`config.mk`:
```
export PLATFORM = sky130hd
export DESIGN_NAME = note_player_flat
export DESIGN_NICKNAME = d
export VERILOG_FILES = /design/src/rtl/note_player_if.sv /design/src/rtl/note_player.sv /design/src/flat_wrapper.sv
export SDC_FILE = /design/constraint.sdc
export NUM_CORES = 1
export LEC_CHECK = 0
export ABC_AREA = 1
export CAP_MARGIN = 20
export CORE_ASPECT_RATIO = 1.75
export CORE_MARGIN = 2
export CORE_UTILIZATION = 58
export DETAILED_ROUTE_END_ITERATION = 8
export HOLD_SLACK_MARGIN = 0.03
export PLACE_DENSITY = 0.84
export SYNTH_ARGS = -nofsm -noshare
export SYNTH_HDL_FRONTEND = slang
export SYNTH_SLANG_ARGS = --single-unit
```
`constraint.sdc`:
```
create_clock -name clk -period 3.35 [get_ports clk]
set_clock_uncertainty 0.1 [all_clocks]
set_input_delay 0.67 -clock clk [delete_from_list [all_inputs] [get_ports clk]]
set_output_delay 0.67 -clock clk [all_outputs]
set_load 0.02 [all_outputs]
```
`src/rtl/note_player_if.sv`:
```
// Per-voice bus: song-reader note triple, transport controls, frequency ROM
// port and sample output toward the mixer.
interface note_player_if #(
  parameter int STEP_WIDTH   = 20,
  parameter int SAMPLE_WIDTH = 16
);
  logic                           play;
  logic                           fast_mode;
  logic                           beat;
  logic                           load_note;
  logic [5:0]                     note;
  logic [5:0]                     duration;
  logic                           generate_next_sample;
  logic [5:0]                     freq_rom_addr;
  logic [STEP_WIDTH-1:0]          freq_rom_data;
  logic signed [SAMPLE_WIDTH-1:0] sample;
  logic                           sample_ready;
  logic                           busy;
  logic                           note_done;

  modport slave (
    input  play, fast_mode, beat, load_note, note, duration,
           generate_next_sample, freq_rom_data,
    output freq_rom_addr, sample, sample_ready, busy, note_done
  );

  modport master (
    output play, fast_mode, beat, load_note, note, duration,
           generate_next_sample, freq_rom_data,
    input  freq_rom_addr, sample, sample_ready, busy, note_done
  );
endinterface

```
`src/rtl/note_player.sv`:
```
// Single voice: fetches the phase step from the frequency ROM, produces square-wave
// samples from a phase accumulator and counts the note length in beats.
module note_player #(
  parameter int STEP_WIDTH   = 20,
  parameter int SAMPLE_WIDTH = 16,
  parameter int AMPLITUDE    = 8192
) (
  input  logic          clk,
  input  logic          reset,
  note_player_if.slave  bus
);

  typedef enum logic [1:0] {S_IDLE, S_ADDR, S_ROM_WAIT, S_PLAY} state_t;

  localparam logic signed [SAMPLE_WIDTH-1:0] POS = SAMPLE_WIDTH'(AMPLITUDE);
  localparam logic signed [SAMPLE_WIDTH-1:0] NEG = -POS;

  state_t                         state_q, state_d;
  logic [5:0]                     note_q, note_d;
  logic [5:0]                     remaining_q, remaining_d;
  logic [STEP_WIDTH-1:0]          step_q, step_d;
  logic [STEP_WIDTH-1:0]          phase_q, phase_d;
  logic signed [SAMPLE_WIDTH-1:0] sample_q, sample_d;
  logic                           sample_ready_q, sample_ready_d;
  logic                           note_done_q, note_done_d;
  logic [STEP_WIDTH-1:0]          phase_sum;
  logic [5:0]                     dec;

  always_ff @(posedge clk or posedge reset) begin
    if (reset) begin
      state_q        <= S_IDLE;
      note_q         <= '0;
      remaining_q    <= '0;
      step_q         <= '0;
      phase_q        <= '0;
      sample_q       <= '0;
      sample_ready_q <= 1'b0;
      note_done_q    <= 1'b0;
    end else begin
      state_q        <= state_d;
      note_q         <= note_d;
      remaining_q    <= remaining_d;
      step_q         <= step_d;
      phase_q        <= phase_d;
      sample_q       <= sample_d;
      sample_ready_q <= sample_ready_d;
      note_done_q    <= note_done_d;
    end
  end

  always_comb begin
    state_d        = state_q;
    note_d         = note_q;
    remaining_d    = remaining_q;
    step_d         = step_q;
    phase_d        = phase_q;
    sample_d       = sample_q;
    sample_ready_d = bus.generate_next_sample;
    note_done_d    = 1'b0;
    dec            = bus.fast_mode ? 6'd2 : 6'd1;
    phase_sum      = phase_q + step_q;

    // Paused playback keeps phase and the last sample untouched.
    if (bus.generate_next_sample) begin
      if (state_q == S_PLAY) begin
        if (bus.play) begin
          phase_d  = phase_sum;
          sample_d = (step_q == '0) ? '0 : (phase_sum[STEP_WIDTH-1] ? NEG : POS);
        end
      end else begin
        sample_d = '0;
      end
    end

    case (state_q)
      S_ADDR:     state_d = S_ROM_WAIT;
      S_ROM_WAIT: begin
        state_d = S_PLAY;
        step_d  = (note_q == 6'd0) ? '0 : bus.freq_rom_data;
        phase_d = '0;
      end
      S_PLAY: begin
        if (bus.beat && bus.play) begin
          if (remaining_q <= dec) begin
            state_d     = S_IDLE;
            note_done_d = 1'b1;
          end else begin
            remaining_d = remaining_q - dec;
          end
        end
      end
      default: ;
    endcase

    // A new note overrides expiry and any in-flight fetch.
    if (bus.load_note) begin
      state_d     = S_ADDR;
      note_d      = bus.note;
      remaining_d = (bus.duration == 6'd0) ? 6'd1 : bus.duration;
      note_done_d = 1'b0;
    end
  end

  assign bus.freq_rom_addr = note_q;
  assign bus.sample        = sample_q;
  assign bus.sample_ready  = sample_ready_q;
  assign bus.busy          = (state_q != S_IDLE);
  assign bus.note_done     = note_done_q;

endmodule

```
`src/flat_wrapper.sv`:
```
// flat-port wrapper written by rule: the top's interface ports become plain ports
module note_player_flat 
#(
  parameter int STEP_WIDTH   = 20,
  parameter int SAMPLE_WIDTH = 16,
  parameter int AMPLITUDE    = 8192
)
  (clk, reset, bus_play, bus_fast_mode, bus_beat, bus_load_note, bus_note, bus_duration, bus_generate_next_sample, bus_freq_rom_data, bus_freq_rom_addr, bus_sample, bus_sample_ready, bus_busy, bus_note_done);
  note_player_if #(.STEP_WIDTH(STEP_WIDTH), .SAMPLE_WIDTH(SAMPLE_WIDTH)) bus_i ();
  input  logic clk;
  input  logic reset;
  input wire logic [$bits(bus_i.play)-1:0] bus_play;
  input wire logic [$bits(bus_i.fast_mode)-1:0] bus_fast_mode;
  input wire logic [$bits(bus_i.beat)-1:0] bus_beat;
  input wire logic [$bits(bus_i.load_note)-1:0] bus_load_note;
  input wire logic [$bits(bus_i.note)-1:0] bus_note;
  input wire logic [$bits(bus_i.duration)-1:0] bus_duration;
  input wire logic [$bits(bus_i.generate_next_sample)-1:0] bus_generate_next_sample;
  input wire logic [$bits(bus_i.freq_rom_data)-1:0] bus_freq_rom_data;
  output wire logic [$bits(bus_i.freq_rom_addr)-1:0] bus_freq_rom_addr;
  output wire logic [$bits(bus_i.sample)-1:0] bus_sample;
  output wire logic [$bits(bus_i.sample_ready)-1:0] bus_sample_ready;
  output wire logic [$bits(bus_i.busy)-1:0] bus_busy;
  output wire logic [$bits(bus_i.note_done)-1:0] bus_note_done;
  assign bus_i.play = bus_play;
  assign bus_i.fast_mode = bus_fast_mode;
  assign bus_i.beat = bus_beat;
  assign bus_i.load_note = bus_load_note;
  assign bus_i.note = bus_note;
  assign bus_i.duration = bus_duration;
  assign bus_i.generate_next_sample = bus_generate_next_sample;
  assign bus_i.freq_rom_data = bus_freq_rom_data;
  assign bus_freq_rom_addr = bus_i.freq_rom_addr;
  assign bus_sample = bus_i.sample;
  assign bus_sample_ready = bus_i.sample_ready;
  assign bus_busy = bus_i.busy;
  assign bus_note_done = bus_i.note_done;
  note_player #(.STEP_WIDTH(STEP_WIDTH), .SAMPLE_WIDTH(SAMPLE_WIDTH), .AMPLITUDE(AMPLITUDE)) u_core (.clk(clk), .reset(reset), .bus(bus_i));
endmodule
```
== Word level (Yosys, flattened, before mapping) ==
Cells that the tools add are included.

* Flip-flop bits (word level): 72
* Bits of input ports: 39
* Output and inout port bits: 25

* Add/subtract/negate cells: 2
* Order comparisons: 1
* Equal/unequal tests: 7
* Muxes and demuxes: 23
* Reduce and logical (&&, ||, !) cells: 15

{| class="wikitable"
|+ Operator list
! operator !! number
|-
| 20-bit 2-to-1 mux || 5
|-
| 16-bit 2-to-1 mux || 4
|-
| 6-bit 2-to-1 mux || 5
|-
| 20-bit adder || 1
|-
| 20-bit zero test || 1
|-
| 6-bit zero test || 2
|-
| 2-bit nonzero test || 6
|-
| 3-bit AND reduction || 3
|-
| 2-bit 2-to-1 mux || 4
|-
| 6-bit less-or-equal comparator || 1
|-
| 3-bit inequality test (second input constant) || 2
|-
| 2-bit one-hot mux with 3 select lines || 1
|-
| 6-bit subtractor || 1
|-
| 2-bit == test (second input constant) || 2
|-
| 1-bit 2-to-1 mux || 4
|-
| 2-bit inequality test (second input constant) || 2
|-
| 4-bit nonzero test || 1
|-
| 2-bit by 1-bit == test with 1-bit output (second input constant) || 1
|-
| 2-bit AND reduction || 1
|-
| 1-bit logical AND || 1
|}

== Longest topological paths before layout ==
Gate-level depths: netlist of run 1.

* Word-level depth: 6
* Mapped depth: 12
* Gate-level depth less buffers: 12

== Least setup slack after synthesis of run 1 ==
OpenSTA, ideal clock, no wires.

* Kind: input port to flip-flop
* From: input port bus_fast_mode
* To: register u_core.remaining_q[1]
* Arrival time: 1.983 ns
* Setup slack: 1.148 ns
* Stages on the path: 12
* Path buffers: 0
* Cells stage by stage: inv_1 ha_1 inv_1 fa_1 inv_1 a21oi_1 nor2_2 nor2_4 inv_2 nand2_2 o22ai_1 nor2_1

* Word-level cells in the longest chain between the ends: 6
* Elaborated cells between the ends (all ways): 9
* Those cells by class: add/sub: 1; order compare: 1; eq/ne: 1; mux: 5; reduce/logical: 1

{| class="wikitable"
|+ RTL lines
! element !! line !! source
|-
| from (decl) || flat_wrapper.sv:13 || <nowiki>input wire logic [$bits(bus_i.fast_mode)-1:0] bus_fast_mode;</nowiki>
|-
| 2-bit 2-to-1 mux * || note_player.sv:60 || <nowiki>dec = bus.fast_mode ? 6'd2 : 6'd1;</nowiki>
|-
| 6-bit subtractor || note_player.sv:88 || <nowiki>remaining_d = remaining_q - dec;</nowiki>
|-
| 6-bit 2-to-1 mux || note_player.sv:84 || <nowiki>if (remaining_q <= dec) begin</nowiki>
|-
| 6-bit 2-to-1 mux || note_player.sv:83 || <nowiki>if (bus.beat && bus.play) begin</nowiki>
|-
| 6-bit 2-to-1 mux || note_player.sv:75 || <nowiki>case (state_q)</nowiki>
|-
| 6-bit 2-to-1 mux || note_player.sv:96 || <nowiki>if (bus.load_note) begin</nowiki>
|-
| to (signal assigned) || note_player.sv:42 || <nowiki>remaining_q <= remaining_d;</nowiki>
|-
| to (decl) || note_player.sv:20 || <nowiki>logic [5:0] remaining_q, remaining_d;</nowiki>
|}

Every way passes the cells marked *; elsewhere a longest branch is shown, timed or not. The select of a mux whose other input is x is not followed.
A chain may end at the register's enable or synchronous reset.

== Worst setup path after layout of run 1 ==
* From: input port bus_fast_mode
* To: register u_core.remaining_q[3]

The elaborated chain is that of the path after synthesis.

==> impl_results.md, run 1 <==
* Number of synthesized register bits at a little under 60
* Clk Latency, worst-skew pair at between 0.3 and 0.4 ns
* Placed cell areas at 0.00439 sq mm
* Tmin final at 2.59 ns
* Setup_tns at 0 ns
* Core footprint at 0.00649 sq mm
* F_max at 386 MHz
* Share of cells above drive strength 1 at 0.109
* Ys Warns at 0
* CP Launch Type: primary input
* Status: finished clean
* Worst vdd ir at 461 uV
* Rel. slew slack at 0.486
* CP Class: primary input to flop
* Hold Fails Final Rpt at 0
* Post-synth EDFFs at 0
* Mapped Area at 0.00387 sq mm
* Number of distinct library cells after synthesis at 41
* Seq/Total Area, Yosys at 0.375
* Async SR Flop Fraction at 1.00
* Cell Pwr Density at between 600 and 700 mW/mm^2
* Clock Tree Buf Depth at 2
* Number of fill cells at 499
* Largest net degree at the start of global routing at 34
* Avg Synthesized Cell Area at 7.31 sq um
* Top FF cell, synth: dfrtp_1
* Via density at 5.51
* Ant. Diodes at 0
* HP Class: flop to flop
* Ports at 64
* Worst-path fanout max at 5
* Per-cell routed wire length at approximately 14 um
* Resized cells post-CTS at 0
* Num rows at 39
* Layout area overhead at 21.8%
* Die Y at 112 um
* GP Congestion at 0.917
* Root buf cell: clkbuf_16
* Die X at 65.7 um
* TritonCTS Sinks at 58
* GRT Util Overall at 0.290
* Port Buf Inserts at 50
* DRC Markers at 0
* Slew @ Worst Pin at around 0.77 ns
* Commonest cells after routing, fill and taps aside: 154 x nand2_1, 58 x dfrtp_1, 57 x inv_1, 50 x clkdlybuf4s50_1, 47 x nand3_1
* Vias in the first global route at 3793
* Commonest non-fill, non-tap cell in the layout: nand2_1
* First-pass GRT wire length at ~16 mm
* 1st-pass router iterations at 4
* Vias at 3683
* Finished layout cell area at around 0.0047 sq mm
* CTS Buf Count at 9
* Total die area at about 0.0074 sq mm
* Initial DRC Count at 147
* Post-Syn Instances at 529
* HPWL Detailed at slightly above 7 mm
* Post-CTS Setup Repair Bufs at 0
* Setup crit end kind: flop
* Clk slew on worst S/H paths at 0.05 ns
* Max-slew violations at 0
* Initial Utilization at 0.596
* Count of final setup violators at 0
* RSZ-0062 raised after global routing: false
* CTS tree: done
* CP arrival at 2.70 ns
* Initial antenna violation count at 0
* Final worst path period share at 0.773
* Hold_buf cts at 0
* Number of max-cap violations at 0
* Net count, final at around 640
* Worst EP required at 3.46 ns
* H-tree depth at 3
* Antenna Nets Post-Route at 0
* Final wirelength at approximately 9.6 mm
* Leak pwr at 0.00245 uW
* Grt ovf at 0
==> final timing paths <==
kind	from	end	slack [ns]	cells past startpoint
max	bus_fast_mode	u_core.remaining_q[3]	0.76	13
min	u_core.phase_q[6]	u_core.phase_q[6]	0.39	2
max reg2reg	u_core.remaining_q[0]	u_core.remaining_q[3]	1.19	12
min reg2reg	u_core.phase_q[6]	u_core.phase_q[6]	0.39	2
max in group asynchronous	reset	u_core.phase_q[15]	2.09	3
min in group asynchronous	reset	u_core.phase_q[0]	0.43	2
==> cell usage after synthesis (2+ instances only) <==
| library cell | number | share of area |
|---|---|---|
| nand3_2 | 5 | 0.013 |
| buf_4 | 15 | 0.029 |
| or2_2 | 2 | 0.0032 |
| nor4_1 | 2 | 0.0032 |
| nor2_2 | 6 | 0.0097 |
| nand2_1 | 154 | 0.15 |
| nand2_2 | 9 | 0.015 |
| nand3b_1 | 7 | 0.014 |
| xor2_1 | 2 | 0.0045 |
| inv_1 | 58 | 0.056 |
| fa_1 | 2 | 0.010 |
| nor2_1 | 35 | 0.034 |
| clkbuf_1 | 4 | 0.0039 |
| a22o_1 | 2 | 0.0045 |
| nand4_1 | 8 | 0.013 |
| nand3_1 | 47 | 0.061 |
| ha_1 | 21 | 0.068 |
| a21oi_2 | 5 | 0.011 |
| nor2_4 | 2 | 0.0058 |
| nor3_1 | 5 | 0.0065 |
| inv_2 | 11 | 0.011 |
| o21ai_1 | 2 | 0.0026 |
| buf_2 | 5 | 0.0065 |
| dfrtp_1 | 58 | 0.38 |
| o211ai_1 | 2 | 0.0039 |
| a21oi_1 | 19 | 0.025 |
| o21ai_0 | 27 | 0.035 |
==> layer usage <==
metal | share of wire | vias to the layer above | track usage
li1 | - | 1789 | -
met3 | 0.045 | 34 | 0.0491
met4 | 0.047 | 0 | 0.179
met2 | 0.56 | 128 | 0.532
met1 | 0.35 | 1732 | 0.291
met5 | 0 | - | 0
==> metrics by stage <==
| step | setup slack [ns] | cells | power (uW) | utilization | hold WS, ns |
|---|---|---|---|---|---|
| after CTS | 0.783 | 669 | 3120 | 0.726 | 0.390 |
| final | 0.760 | 669 | 3130 | 0.726 | 0.387 |
| after global placement | 0.608 | 653 | 2100 | 0.677 | 0.365 |
| after detailed placement | 0.503 | 653 | 2150 | 0.677 | 0.376 |
| after global routing | 0.680 | 669 | 3330 | 0.726 | 0.404 |
| after floorplan | 1.15 | 541 | 1850 | - | 0.355 |
==> worst max-delay path, stage by stage <==
cell             delay, ns
clkdlybuf4s50_1       0.39
inv_1                 0.12
ha_1                  0.16
inv_1                 0.06
fa_1                  0.41
inv_1                 0.14
a21oi_1               0.07
nor2_2                0.19
nor2_4                0.07
inv_2                 0.10
o21ai_2               0.06
a21oi_1               0.16
nor2_1                0.09
==> cell families after synthesis <==
kind of cell             synth area share
AO/OA/AOI/OAI                      0.0977
XOR/XNOR                          0.00680
adder cells (fa/ha/maj)            0.0783
buffers and inverters               0.112
flip-flops                          0.375
other                            0.000970
AND/OR/NAND/NOR                     0.329
==> sequential cells by signal, summed over array words and instances, names as in the netlist <==
| signal | cells |
|---|---|
| u_core.bus.freq_rom_addr | 6 |
| u_core.bus.note_done | 1 |
| u_core.bus.sample | 2 |
| u_core.bus.sample_ready | 1 |
| u_core.phase_q | 20 |
| u_core.remaining_q | 6 |
| u_core.state_q | 2 |
| u_core.step_q | 20 |
==> area by class of cell <==
type	instances	area (sq um)	share of cell area
clock inverter	1	30.0	0.00638
timing repair buffer	55	538	0.114
sequential	58	1450	0.308
tap	82	103	0.0218
multi-input combinational	387	2030	0.431
clock buffer	15	288	0.0611
inverter	71	268	0.0569
==> where the power goes <==
group / internal, uW / total, uW / leakage (uW) / switching [uW]
registers: 862 / 980 / 0.000733 / 118
logic: 444 / 1190 / 0.00156 / 741
clock network: 656 / 966 / 0.000156 / 310
total: 1960 / 3130 / 0.00245 / 1170
Note: power is estimated with default switching activity, not from simulation.
==> run 2: changes to the inputs <==
Settings changed: CORE_UTILIZATION 58 to 49, PLACE_DENSITY 0.84 to 0.75.
Clock period 3.35 ns to 2.16 ns, I/O delays scaled along.
==> run 2 against run 1 <==
Compared with the run above: global-route usage shrank 4.8 points; sequential cell count is the same; highest routed layer unchanged; largest power group unchanged; hold slack lost 0.020 ns; critical endpoint is now u_core.phase_q[14].
==> impl_results.md, run 2 (same netlist as run 1, synthesis figures left out) <==
* Ports at 64
* Number of max-cap violations at 0
* Crit path launch: u_core.phase_q[0]
* Initial DRC Count at 214
* Hold Fails Final Rpt at 0
* HPWL Detailed at 7.43 mm
* Vias in the first global route at 3776
* Num rows at 42
* H-tree depth at 3
* Setup_tns at 0 ns
* CTS tree: done
* HP Class: primary input to async pin
* CP Class: flop to flop
* RSZ-0062 raised after global routing: false
* Per-cell routed wire length at between 10 and 15 um
* FF-to-FF Start: u_core.phase_q[0]
* Ant. Diodes at 0
* Fin worst setup slack at between 0.15 and 0.2 ns
* Total die area at 0.00865 sq mm
* Worst-path fanout max at 4
* Port Buf Inserts at 50
* Rel. slew slack at 0.555
* Die Y at about 120 um
* 1st-pass router iterations at 4
* Critical R2R Capture: u_core.phase_q[14]
* Final wirelength at 9.79 mm
* Commonest non-fill, non-tap cell in the layout: nand2_1
* First-pass GRT wire length at 16.2 mm
* Setup Slack @ Placement at -0.310 ns
* GRT Util Overall at 0.242
* Share of cells above drive strength 1 at 0.145
* GP Congestion at 0.917
* Hold_buf cts at 0
* Clk Latency, worst-skew pair at 0.33 ns
* Status: finished clean
* Layout area overhead at 25.7%
* Top Registers: u_core.phase_q: 20 flops, u_core.step_q: 20 flops
* DRC Markers at 0
* Antenna Nets Post-Route at 0
* Slew @ Worst Pin at 0.665 ns
* CP Capture Point: u_core.phase_q[14]
* Die X at 71.2 um
* FF-to-FF setup slack at 0.16 ns
* Commonest cells after routing, fill and taps aside: 152 x nand2_1, 58 x dfrtp_1, 54 x inv_1, 48 x clkdlybuf4s50_1, 46 x nand3_1
* Number of fill cells at 644
* Final worst path period share at 0.926
* Initial antenna violation count at 0
* Net count, final at between 600 and 700
* TritonCTS Sinks at 58
* Leak pwr at 0.00252 uW
* Setup crit end kind: flop
* Worst vdd ir at 716 uV
* F_max at between 400 and 500 MHz
* Largest net degree at the start of global routing at 59
* Core footprint at around 0.0076 sq mm
* Via density at 5.30
* Worst EP required at about 2.3 ns
* Clock Tree Buf Depth at 2
* Final hold slack at 0.367 ns
* Multi-input combinational cell area at around 0.0021 sq mm
* Worst R2R Path Depth at 10
* Cell Pwr Density at 1010 mW/mm^2
* Initial Utilization at 0.508
* Root buf cell: clkbuf_16
* Vias at 3639
* Max-slew violations at 0
* Grt ovf at 0
* CP Launch Type: flop
* Clk slew on worst S/H paths at 0.05 ns
* Count of final setup violators at 0
* FF/Latch Area at ~0.0015 sq mm
* CTS Buf Count at 9
* CP arrival at 2.12 ns
* Tmin final at about 2.0 ns
-- run 2: cell types whose count changed in the layout (fill, tap and decap cells not counted), moves of 3 or more --
| cell | previous run | this run |
|---|---|---|
| clkbuf_8 | 4 | 1 |
| buf_4 | 5 | 15 |
| inv_1 | 57 | 54 |
| inv_2 | 12 | 15 |
-- run 2: critical path, cell delays in order (launching register included) --
cell and delay, ns:
dfrtp_1 0.38, ha_1 0.24, fa_1 0.41, nand3_1 0.11, nand3_2 0.11, nand2_1 0.08, nand2_1 0.10, nand3_2 0.12
nand3b_1 0.09, nand3_1 0.10, nand2_1 0.06
-- run 2: worst min path at each step --
stage | start | to | cells after the start | slack [ns]
finish | reset | u_core.bus.freq_rom_addr[5] | 3 | 0.37
global route | reset | u_core.bus.freq_rom_addr[5] | 3 | 0.39
CTS | reset | u_core.bus.freq_rom_addr[5] | 3 | 0.38
detailed placement | u_core.phase_q[17] | u_core.phase_q[17] | 2 | 0.38
global placement | u_core.phase_q[4] | u_core.phase_q[4] | 1 | 0.37
floorplan | u_core.phase_q[10] | u_core.phase_q[10] | 2 | 0.36
-- run 2: what timing repair did --
item / in CTS / in global routing
resized for setup: 0 / 15
endpoints found under the setup margin: 0 / 9
hold endpoints to repair: 0 / 0
buffers inserted: 0 / 2
-- run 2: where the power goes --
group / leakage, uW / switching [uW] / internal, uW
clock: 0.000156 / 502 / 1040
sequential: 0.000733 / 177 / 1340
combinational: 0.00163 / 1160 / 717
-- run 2: per-stage QoR --
step / utilization / area, sq um / instances / total power [uW]
after global placement: 0.588 / 4480 / 668 / 3290
after CTS: 0.630 / 4800 / 684 / 4920
after floorplan: - / 3910 / 541 / 2880
after detailed placement: 0.588 / 4480 / 668 / 3350
final: 0.638 / 4860 / 686 / 4930
after global routing: 0.638 / 4860 / 686 / 5270
-- run 2: layout make-up --
| type | count | area share |
|---|---|---|
| clock buffer | 11 | 0.0499 |
| multi-input combinational | 387 | 0.427 |
| sequential | 58 | 0.299 |
| timing repair buffer | 66 | 0.131 |
| tap | 88 | 0.0227 |
| clock inverter | 5 | 0.0160 |
| inverter | 71 | 0.0551 |
-- run 2: layer usage --
metal,vias up,share of wire,routed length [um],global-route usage
met3,31,0.033,321,0.0507
met1,1695,0.37,3640,0.243
li1,1810,-,-,-
met4,0,0.040,393,0.133
met5,-,0,0,0
met2,103,0.56,5440,0.450
==> run 3: changes to the inputs <==
Settings changed: CTS_CLUSTER_DIAMETER set to 100.
==> results of run 3 <==
No change in the layout: final DEF, timing and power equal those of run 2.
